File: src/rtl/fifo_param.sv
// Parametrised single-clock FIFO: any depth >= 2, fill count, almost flags, flush, registered or FWFT read.
// Define FIFO_ERR_FLAGS_EN to build the sticky overflow/underflow flags.
module fifo_param #(
    parameter int DEPTH         = 32,
    parameter int WIDTH         = 16,
    parameter int FWFT          = 0,
    parameter int AFULL_THRESH  = DEPTH - 2,
    parameter int AEMPTY_THRESH = 2
) (
    input  logic                       clk_i,
    input  logic                       rst_n_i,
    input  logic                       flush_i,
    input  logic [WIDTH-1:0]           wdata_i,
    input  logic                       wr_en_i,
    output logic                       full_o,
    output logic                       almost_full_o,
    input  logic                       rd_en_i,
    output logic [WIDTH-1:0]           rdata_o,
    output logic                       rvalid_o,
    output logic                       empty_o,
    output logic                       almost_empty_o,
    output logic [$clog2(DEPTH+1)-1:0] count_o,
    output logic                       overflow_o,
    output logic                       underflow_o
);
    localparam int PW = $clog2(DEPTH);
    localparam int CW = $clog2(DEPTH + 1);
    localparam logic [CW-1:0] FULL_C   = CW'(DEPTH);
    localparam logic [CW-1:0] AFULL_C  = CW'(AFULL_THRESH);
    localparam logic [CW-1:0] AEMPTY_C = CW'(AEMPTY_THRESH);
    localparam logic [PW-1:0] LAST_C   = PW'(DEPTH - 1);

    logic [WIDTH-1:0] mem [DEPTH];
    logic [PW-1:0]    wr_ptr_reg, wr_ptr_next;
    logic [PW-1:0]    rd_ptr_reg, rd_ptr_next;
    logic [CW-1:0]    count_reg, count_next;
    logic             wr_accept, rd_accept;

    // Every status flag is a pure decode of the registered occupancy.
    assign count_o        = count_reg;
    assign full_o         = (count_reg == FULL_C);
    assign empty_o        = (count_reg == '0);
    assign almost_full_o  = (count_reg >= AFULL_C);
    assign almost_empty_o = (count_reg <= AEMPTY_C);

    always_comb begin
        wr_accept   = wr_en_i && !full_o && !flush_i;
        rd_accept   = rd_en_i && !empty_o && !flush_i;
        wr_ptr_next = wr_ptr_reg;
        rd_ptr_next = rd_ptr_reg;
        count_next  = count_reg;
        if (flush_i) begin
            wr_ptr_next = '0;
            rd_ptr_next = '0;
            count_next  = '0;
        end else begin
            // Explicit wrap so non-power-of-two depths work.
            if (wr_accept)
                wr_ptr_next = (wr_ptr_reg == LAST_C) ? '0 : wr_ptr_reg + 1'b1;
            if (rd_accept)
                rd_ptr_next = (rd_ptr_reg == LAST_C) ? '0 : rd_ptr_reg + 1'b1;
            case ({wr_accept, rd_accept})
                2'b10:   count_next = count_reg + 1'b1;
                2'b01:   count_next = count_reg - 1'b1;
                default: count_next = count_reg;
            endcase
        end
    end

    always_ff @(posedge clk_i or negedge rst_n_i) begin
        if (!rst_n_i) begin
            wr_ptr_reg <= '0;
            rd_ptr_reg <= '0;
            count_reg  <= '0;
        end else begin
            wr_ptr_reg <= wr_ptr_next;
            rd_ptr_reg <= rd_ptr_next;
            count_reg  <= count_next;
        end
    end

    // Storage carries no reset so it can map onto plain RAM.
    always_ff @(posedge clk_i) begin
        if (wr_accept)
            mem[wr_ptr_reg] <= wdata_i;
    end

    generate
        if (FWFT != 0) begin : g_fwft_read
            // Head word is forced to zero while empty so reset shows rdata_o = 0.
            assign rdata_o  = empty_o ? '0 : mem[rd_ptr_reg];
            assign rvalid_o = !empty_o;
        end else begin : g_reg_read
            logic [WIDTH-1:0] rdata_reg;
            logic             rvalid_reg;
            always_ff @(posedge clk_i or negedge rst_n_i) begin
                if (!rst_n_i) begin
                    rdata_reg  <= '0;
                    rvalid_reg <= 1'b0;
                end else begin
                    rvalid_reg <= rd_accept;
                    if (rd_accept)
                        rdata_reg <= mem[rd_ptr_reg];
                end
            end
            assign rdata_o  = rdata_reg;
            assign rvalid_o = rvalid_reg;
        end
    endgenerate

`ifdef FIFO_ERR_FLAGS_EN
    logic overflow_reg, underflow_reg;
    // Sticky until reset; flush neither sets nor clears them.
    always_ff @(posedge clk_i or negedge rst_n_i) begin
        if (!rst_n_i) begin
            overflow_reg  <= 1'b0;
            underflow_reg <= 1'b0;
        end else begin
            if (wr_en_i && full_o && !flush_i)
                overflow_reg <= 1'b1;
            if (rd_en_i && empty_o && !flush_i)
                underflow_reg <= 1'b1;
        end
    end
    assign overflow_o  = overflow_reg;
    assign underflow_o = underflow_reg;
`else
    assign overflow_o  = 1'b0;
    assign underflow_o = 1'b0;
`endif

endmodule
File: config.mk
export PLATFORM = sky130hd
export DESIGN_NAME = fifo_param
export DESIGN_NICKNAME = d
export VERILOG_FILES = /design/src/rtl/fifo_param.sv
export SDC_FILE = /design/constraint.sdc
export NUM_CORES = 1
export LEC_CHECK = 0
export BUFFER_PORTS_ARGS = -buffer_cell sky130_fd_sc_hd__buf_2
export CORE_MARGIN = 2
export CORE_UTILIZATION = 49
export DETAILED_ROUTE_END_ITERATION = 16
export HOLD_SLACK_MARGIN = 0.1
export MAX_ROUTING_LAYER = met4
export SYNTH_ARGS = -nofsm -noshare
export SYNTH_HDL_FRONTEND = slang
export SYNTH_SLANG_ARGS = --single-unit
File: constraint.sdc
create_clock -name clk_i -period 4.55 [get_ports clk_i]
set_clock_uncertainty 0.2 [all_clocks]
set_input_delay 0.6825 -clock clk_i [delete_from_list [all_inputs] [get_ports clk_i]]
set_output_delay 0.6825 -clock clk_i [all_outputs]
set_load 0.02 [all_outputs]
* After elaboration in Yosys (flattened, before gate mapping)
Memory sizes are Yosys's and may differ from the RTL's. A register that Yosys moved wholly into a read port is not among the register bits.
Index checks and enable logic that the tools add are counted.
** Operators by class
- Add/subtract/negate cells :: 4
- Order comparisons :: 2
- Equal/unequal tests :: 5
- Muxes and demuxes :: 10
- Reduce and logical (&&, ||, !) cells :: 12
** Operators by type and width (count)
- two-way mux 5 bit :: 6
- case mux 6 bit (2 select lines) :: 1
- adder 5 x 1 -> 5 bit, second input constant :: 2
- equality test 5 bit, second input constant :: 2
- adder 6 x 1 -> 6 bit, second input constant :: 1
- equality test 6 bit, second input constant :: 1
- greater-or-equal comparator 6 x 5 -> 1 bit, second input constant :: 1
- <= comparator 6 x 2 -> 1 bit, second input constant :: 1
- logical NOT 6 bit :: 1
- two-way mux 6 bit :: 1
- subtractor 6 x 1 -> 6 bit, second input constant :: 1
- logical AND 1 bit :: 4
- logical NOT 1 bit :: 4
- nonzero test 2 bit :: 2
- nonzero test 3 bit :: 1
- equality test 2 x 1 -> 1 bit, second input constant :: 1
- equality test 2 bit, second input constant :: 1
- two-way mux 1 bit :: 2
** Storage, ports and cells
- Flip-flop bits (word level) :: 17
- RAM bits :: 512
- Bits of input ports :: 21
- Output and inout bits :: 29
- Word-level logic and storage cells :: 38
- Memories kept :: 1
** Memory list
- mem :: depth 32, width 16, read ports 1, clocked after Yosys merged registers in 1, write ports 1, RTL line 33 : logic [WIDTH-1:0] mem [DEPTH];

* Depth between registers and ports, before layout
Gate-level depths: netlist of the first run.
- Depth after elaboration :: 7
- Depth in mapped cells :: 11
- Gate-level depth less buffers :: 9

* Worst setup path after synthesis of the first run
OpenSTA, ideal clock, no wires.
- Kind :: reg-to-reg
- From :: reg count_reg[3] (netlist: count_o[3])
- To :: reg count_reg[5] (netlist: count_o[5])
- Library setup time :: 0.125 ns
- Arrival time :: 2.935 ns
- Required time :: 4.225 ns
- Setup slack :: 1.291 ns
- Cell stages (with the launch flop) :: 11
- Path buffers :: 1
- Period minus slack after synthesis :: 3.259 ns
- Cells stage by stage :: dfrtp_1 nor3_1 a31o_2 clkbuf_1 nor2b_1 ha_1 a211oi_1 o21bai_1 a21oi_1 mux2i_1 mux2_2
** On the way
- Cells in the longest elaborated chain, start to end :: 7
- Elaborated cells between the ends (all ways) :: 15
- Those cells by class :: add/sub: 2; eq/ne: 3; mux: 2; reduce/logical: 8
** RTL lines
- from (decl) :: RTL line 36 : logic [CW-1:0] count_reg, count_next;
- from (signal assigned) :: RTL line 78 : count_reg <= count_next;
- equality test 6 bit or logical NOT 6 bit (tied branches) :: RTL line 41, 42
- logical NOT 1 bit, on equally long branches :: RTL line 47, 48
- logical AND 1 bit, on equally long branches (2 in series) :: RTL line 47, 48
- equality test 2 x 1 -> 1 bit or equality test 2 bit (tied branches) :: RTL line 62 : case ({wr_accept, rd_accept})
- case mux 6 bit (2 select lines) :: RTL line 62
- two-way mux 6 bit :: RTL line 52 : if (flush_i) begin
Parallel ways exist; a longest one is shown, timed or not.
A chain may end at the register's enable or synchronous reset.

==> results of run 1 <==
[worst max path at each step]
stage | start | endpoint | depth (start not counted) | slack [ns]
after floorplan | count_o[3] | count_o[5] | 10 | 1.29
after global placement | rd_ptr_reg[1] | rdata_o[5] | 6 | 1.03
after detailed placement | rd_ptr_reg[1] | rdata_o[5] | 6 | 1.03
after CTS | rd_ptr_reg[1] | rdata_o[5] | 6 | 1.00
after global routing | rd_ptr_reg[1] | rdata_o[5] | 6 | 0.97
final | rd_ptr_reg[0] | rdata_o[8] | 6 | 1.11
[repair_timing]
action | in CTS | in global routing
endpoints found under the hold margin | 33 | 0
hold buffers | 1 | 0
setup buffers | 0 | 0
[cell type report]
type / instances / area [sq um] / share of cell area (%)
Sequential cell: 545 / 16200 / 66.1
Multi-Input combinational cell: 505 / 4990 / 20.3
Clock buffer: 69 / 1510 / 6.17
Tap cell: 585 / 732 / 2.99
Timing Repair Buffer: 98 / 671 / 2.74
Clock inverter: 35 / 357 / 1.46
Inverter: 7 / 26.3 / 0.107
Antenna cell: 5 / 12.5 / 0.0511
[power groups by stage]
stage | Clock, W | Combinational, W | Sequential [W]
after floorplan | 0 | 0.00164 | 0.00589
after global placement | 0 | 0.00231 | 0.00591
after detailed placement | 0 | 0.00231 | 0.00591
after CTS | 0.00470 | 0.00232 | 0.00581
after global routing | 0.00490 | 0.00246 | 0.00582
final | 0.00463 | 0.00230 | 0.00580
[routing by layer]
layer	routed length [microns]	GRT usage, %
met1	23500	36.6
met2	24600	36.0
met3	4310	4.55
met4	1590	8.26
met5	0	-
[worst max-delay path: stages (launching register included)]
cell	delay, ns
dfrtp_4	0.70
buf_12	0.29
buf_12	0.37
mux4_2	0.63
a221oi_1	0.67
a311o_1	0.28
nand3_1	0.10
[synthesized netlist by cell type (13+ instances only)]
cell	count	share of area [%]
a311o_1	13	0.60
a22oi_1	14	0.49
o21ai_0	21	0.49
clkbuf_1	38	0.66
mux4_2	67	7.0
dfrtp_1	33	3.8
nand3_1	15	0.35
nand2_1	21	0.37
a21oi_1	13	0.30
o21ai_1	15	0.35
mux2i_1	131	6.1
edfxtp_1	512	71
a221oi_1	70	2.8
nor2_1	51	0.89
[cells by family after synthesis]
kind of cell | count (synthesis) | share of synthesized area, %
and+or+nand+nor | 119 | 2.59
xor gates and xnor gates | 4 | 0.197
DFF | 545 | 75.2
adders and majority gates | 12 | 0.732
buffers and inverters | 77 | 2.07
muxes | 200 | 13.3
AOI/OAI and AO/OA | 168 | 5.96
other | 1 | 0.0174
[stage by stage]
step	util (%)	power [W]	hold WS (ns)
after global routing	56.6	0.0132	0.318
final	56.6	0.0127	0.281
after detailed placement	52.3	0.00822	0.271
after floorplan	-	0.00754	0.187
after CTS	56.6	0.0128	0.271
after global placement	52.3	0.00822	0.275
==> impl_metrics.toml, run 1 <==
[sta]
relSlewSlack_pct = 34.0
fin_ws_ns = 1.11
tightest_slew_ns = 0.991
fin_crit_sh_pct = 75.5
report.final.slew_viol_count = 0
grt_setup_unrepaired = "false"
finalSetupViolations = 0
clock.fmax_mhz = 291
totalNegativeSetupSlack_ns = 0
final-hold-violation-count = 0
fin_crit_ns = 3.44

[final_layout]
final_cell_mix = "edfxtp_1, mux2i_1, a221oi_1"
layout_commonest_cell = "edfxtp_1"
top_register = "mem"
design_area_sq_um = 24500
drive_gt1_share_pct = 22.8
nFillCells = 3246
fin_cells = 1849
fin_nets = 1246
syn_to_final_growth_pct = 13.7
largest_reg_flops = 512

[critical_path]
reg2reg_depth = 6
crit_fanout = 48
worst_setup_path_end_kind = "flip-flop"
critPathLaunchType = "flip-flop"
r2r_start = "rd_ptr_reg[0]"
worst-setup-path-type = "reg -> reg"
reg2reg_slack_ns = 1.11
rr_endpoint = "rdata_o[8]"
cp.arrival_ns = 3.72
required_ns = 4.83

[clock_network]
ctsResizeCount = 0
cts_buffer_depth = 3
clk_pin_slew_ns = 0.06
clkLatencyLatePin_ns = 0.62
clockRootBuffer = "clkbuf_16"
cts-buffers-inserted = 56
cts_tree = "built"
cts_num_sinks = 545
ctsHtreeMaxLevel = 2

[route]
finalWirelength_mm = 53.9
ant_nets = 0
routed-via-count = 11300
wire_per_inst_microns = 29.2
drc = 0
drtPass1Iterations = 5
drtIter0Drc = 1523
via_per_inst = 6.09

[place]
dpl_cell_area_sq_um = 22600
hpwl_mm = 32.4
pre_cts_ws_ns = 1.03
dp.cells = 1739
port_buffers = 47
place_congestion = 0.827

[pwr]
power.switching_w = 0.00338
peakVddDrop_mv = 0.380
power_frac_seq_pct = 45.6
power.internal_w = 0.00935
pwr-share-clk_pct = 36.4
p_per_area_nw_per_um2 = 520
leakagePower_nw = 7.96
combPwrFrac_pct = 18.1
switching_share_pct = 26.6

[synth]
netlist_instances = 1126
synth_seq_cells = 545
ys_seq_area_share_pct = 75.2
synth_area_sq_um = 21500
synth_edf_count = 512
async_flop_share_pct = 6.06
synth_warnings = 0
synth_cell_types = 54
avgSynthCellArea_sq_um = 19.1
ys.flop_type = "edfxtp_1"

[floorplanning]
die-area_sq_um = 45700
initial_core_util_pct = 49.8
rows = 76
io_pins = 50
die_w_microns = 214
die_y_microns = 214
coreArea_sq_um = 43300

[worst_hold_path]
min_to = "rdata_o[6]"
hp-start = "rdata_o[6]"
hold_depth = 2
hp-class = "reg -> reg"

[run_status]
status = "completed"

[global_routing]
grt_pass1_vias = 10800
grtUsageTotal_pct = 25.1
grt_antenna_before_repair = 2
grt_pass1_wl_mm = 77.1
grt_max_degree = 50
grt_overflow = 0

[flow_run]
drv_cap = 0
(Power assumes the default switching activity.)
==> run 2: changes to the inputs <==
--- a/config.mk
+++ b/config.mk
@@ -11,6 +11,7 @@
 export DETAILED_ROUTE_END_ITERATION = 16
 export HOLD_SLACK_MARGIN = 0.1
 export MAX_ROUTING_LAYER = met4
+export PLACE_DENSITY = 0.67
 export SYNTH_ARGS = -nofsm -noshare
 export SYNTH_HDL_FRONTEND = slang
 export SYNTH_SLANG_ARGS = --single-unit
==> constraint.sdc (replaced) <==
create_clock -name clk_i -period 3.1 [get_ports clk_i]
set_clock_uncertainty 0.2 [all_clocks]
set_input_delay 0.465 -clock clk_i [delete_from_list [all_inputs] [get_ports clk_i]]
set_output_delay 0.465 -clock clk_i [all_outputs]
set_load 0.02 [all_outputs]
==> run 2 against run 1 <==
Against the previous run: global-route usage shrank 0.71 points; utilization grew 0.32 points; power grew 41%; maximum frequency grew 16%; cell area grew 0.57%; register-to-register slack lost 0.97 ns; first-iteration DRC count shrank 17%; critical path depth grew 3; critical path type unchanged; non-clock buffer count grew 38.
==> impl_metrics.toml, run 2 (synthesis results as in run 1) <==
[global_routing]
grtUsageTotal_pct = 24.3
grt_pass1_vias = 11400
grt_overflow = 0
grt_max_degree = 49
grt_antenna_before_repair = 4
grt_pass1_wl_mm = 76.5

[route]
drtPass1Iterations = 5
drtIter0Drc = 1260
drc = 0
ant_nets = 0
via_per_inst = 6.12
wire_per_inst_microns = 27.8
finalWirelength_mm = 52.1
routed-via-count = 11500

[clock_network]
clockRootBuffer = "clkbuf_16"
clk_pin_slew_ns = 0.06
cts_buffer_depth = 3
clkLatencyLatePin_ns = 0.59
cts_num_sinks = 545
cts-buffers-inserted = 53
cts_tree = "built"
ctsHtreeMaxLevel = 2
ctsResizeCount = 0

[final_layout]
fin_nets = 1281
layout_commonest_cell = "edfxtp_1"
top_register = "mem"
syn_to_final_growth_pct = 14.4
fin_cells = 1873
final_cell_mix = "edfxtp_1, mux2i_1, buf_4"
drive_gt1_share_pct = 23.6
largest_reg_flops = 512

[pwr]
finalPower_w = 0.0179
combPwrFrac_pct = 19.0
power.switching_w = 0.00464
p_per_area_nw_per_um2 = 727
leakagePower_nw = 8.04
peakVddDrop_mv = 0.485
power_frac_seq_pct = 47.3
switching_share_pct = 25.9
power.internal_w = 0.0133
pwr-share-clk_pct = 33.7

[critical_path]
reg2reg_slack_ns = 0.15
reg2reg_depth = 9
cp-startpoint = "count_o[1]"
crit_path_end = "count_o[5]"
worst-setup-path-type = "reg -> reg"
crit_fanout = 5
required_ns = 3.37
critPathLaunchType = "flip-flop"
rr_endpoint = "count_o[5]"
r2r_start = "count_o[1]"
worst_setup_path_end_kind = "flip-flop"
cp.arrival_ns = 3.23

[run_status]
status = "completed"

[floorplanning]
rows = 76
coreArea_sq_um = 43300
die_w_microns = 214
io_pins = 50
die_y_microns = 214
initial_core_util_pct = 49.8
die-area_sq_um = 45700

[place]
port_buffers = 47
dp.cells = 1777
place_congestion = 0.817
hpwl_mm = 31.3

[sta]
tightest_slew_ns = 0.707
fin_crit_ns = 2.95
clock.fmax_mhz = 339
grt_setup_unrepaired = "false"
fin_crit_sh_pct = 95.2
finalSetupViolations = 0
relSlewSlack_pct = 52.8
report.final.slew_viol_count = 0
final-hold-violation-count = 0
totalNegativeSetupSlack_ns = 0

[flow_run]
drv_cap = 0

[worst_hold_path]
hp-class = "in -> reg"
[run 2: layout make-up]
type,count,area [sq um]
antenna,2,5.00
clock buffer,74,1450
clock inverter,19,164
fill,3191,18600
inverter,7,26.3
multi-input combinational,505,4980
sequential,545,16200
tap,585,732
timing repair buffer,136,1080
[run 2: worst min-delay path by stage]
stage                           start            end  slack, ns  depth (start not counted)
after floorplan               rst_n_i     count_o[0]      -0.03                          0
after global placement    rdata_o[13]    rdata_o[13]       0.27                          2
after detailed placement  rdata_o[13]    rdata_o[13]       0.28                          2
after CTS                     flush_i  wr_ptr_reg[1]       0.15                          3
after global routing          flush_i  rd_ptr_reg[4]       0.18                          3
final                         flush_i  wr_ptr_reg[1]       0.17                          3
[run 2: power by group through the flow]
| stage | clock network, W | logic (W) | registers (W) |
|---|---|---|---|
| 2_1_floorplan | 0 | 0.00242 | 0.00865 |
| 3_3_place_gp | 0 | 0.00340 | 0.00862 |
| 3_5_place_dp | 0 | 0.00343 | 0.00863 |
| 4_1_cts | 0.00614 | 0.00344 | 0.00848 |
| 5_1_grt | 0.00641 | 0.00365 | 0.00849 |
| 6_report | 0.00605 | 0.00340 | 0.00848 |
[run 2: what timing repair did]
item                                   4_1_cts  5_1_grt
hold buffers                                 1        0
endpoints found under the hold margin       21        0
setup buffers                                0        0
[run 2: metrics by stage]
| stage | area (sq um) | worst slack (ns) | hold slack [ns] | util (%) |
|---|---|---|---|---|
| global route | 24600 | 0.00284 | 0.182 | 57.0 |
| floorplan | 21600 | 0.0272 | -0.0306 | - |
| global placement | 23000 | 0.182 | 0.270 | 53.2 |
| detailed placement | 23000 | 0.168 | 0.285 | 53.2 |
| CTS | 24600 | 0.151 | 0.149 | 56.9 |
| finish | 24600 | 0.148 | 0.172 | 57.0 |
[run 2: worst max-delay path: stages, from the launching register on]
cell,delay [ns]
dfrtp_2,0.40
nor2_1,0.34
a31o_2,0.22
nor2b_2,0.27
ha_1,0.30
a211oi_1,0.26
o21bai_1,0.10
a21oi_1,0.17
mux2i_1,0.23
mux2_2,0.35
[run 2: layer usage]
layer | global-route usage [%] | part of all wire [%] | routed length, microns | vias to the layer above
met5 | - | 0 | 0 | -
met4 | 8.45 | 2.9 | 1500 | 0
met3 | 4.17 | 7.8 | 4080 | 89
met2 | 37.4 | 48 | 25200 | 483
met1 | 33.4 | 41 | 21300 | 6002
li1 | - | - | - | 4891
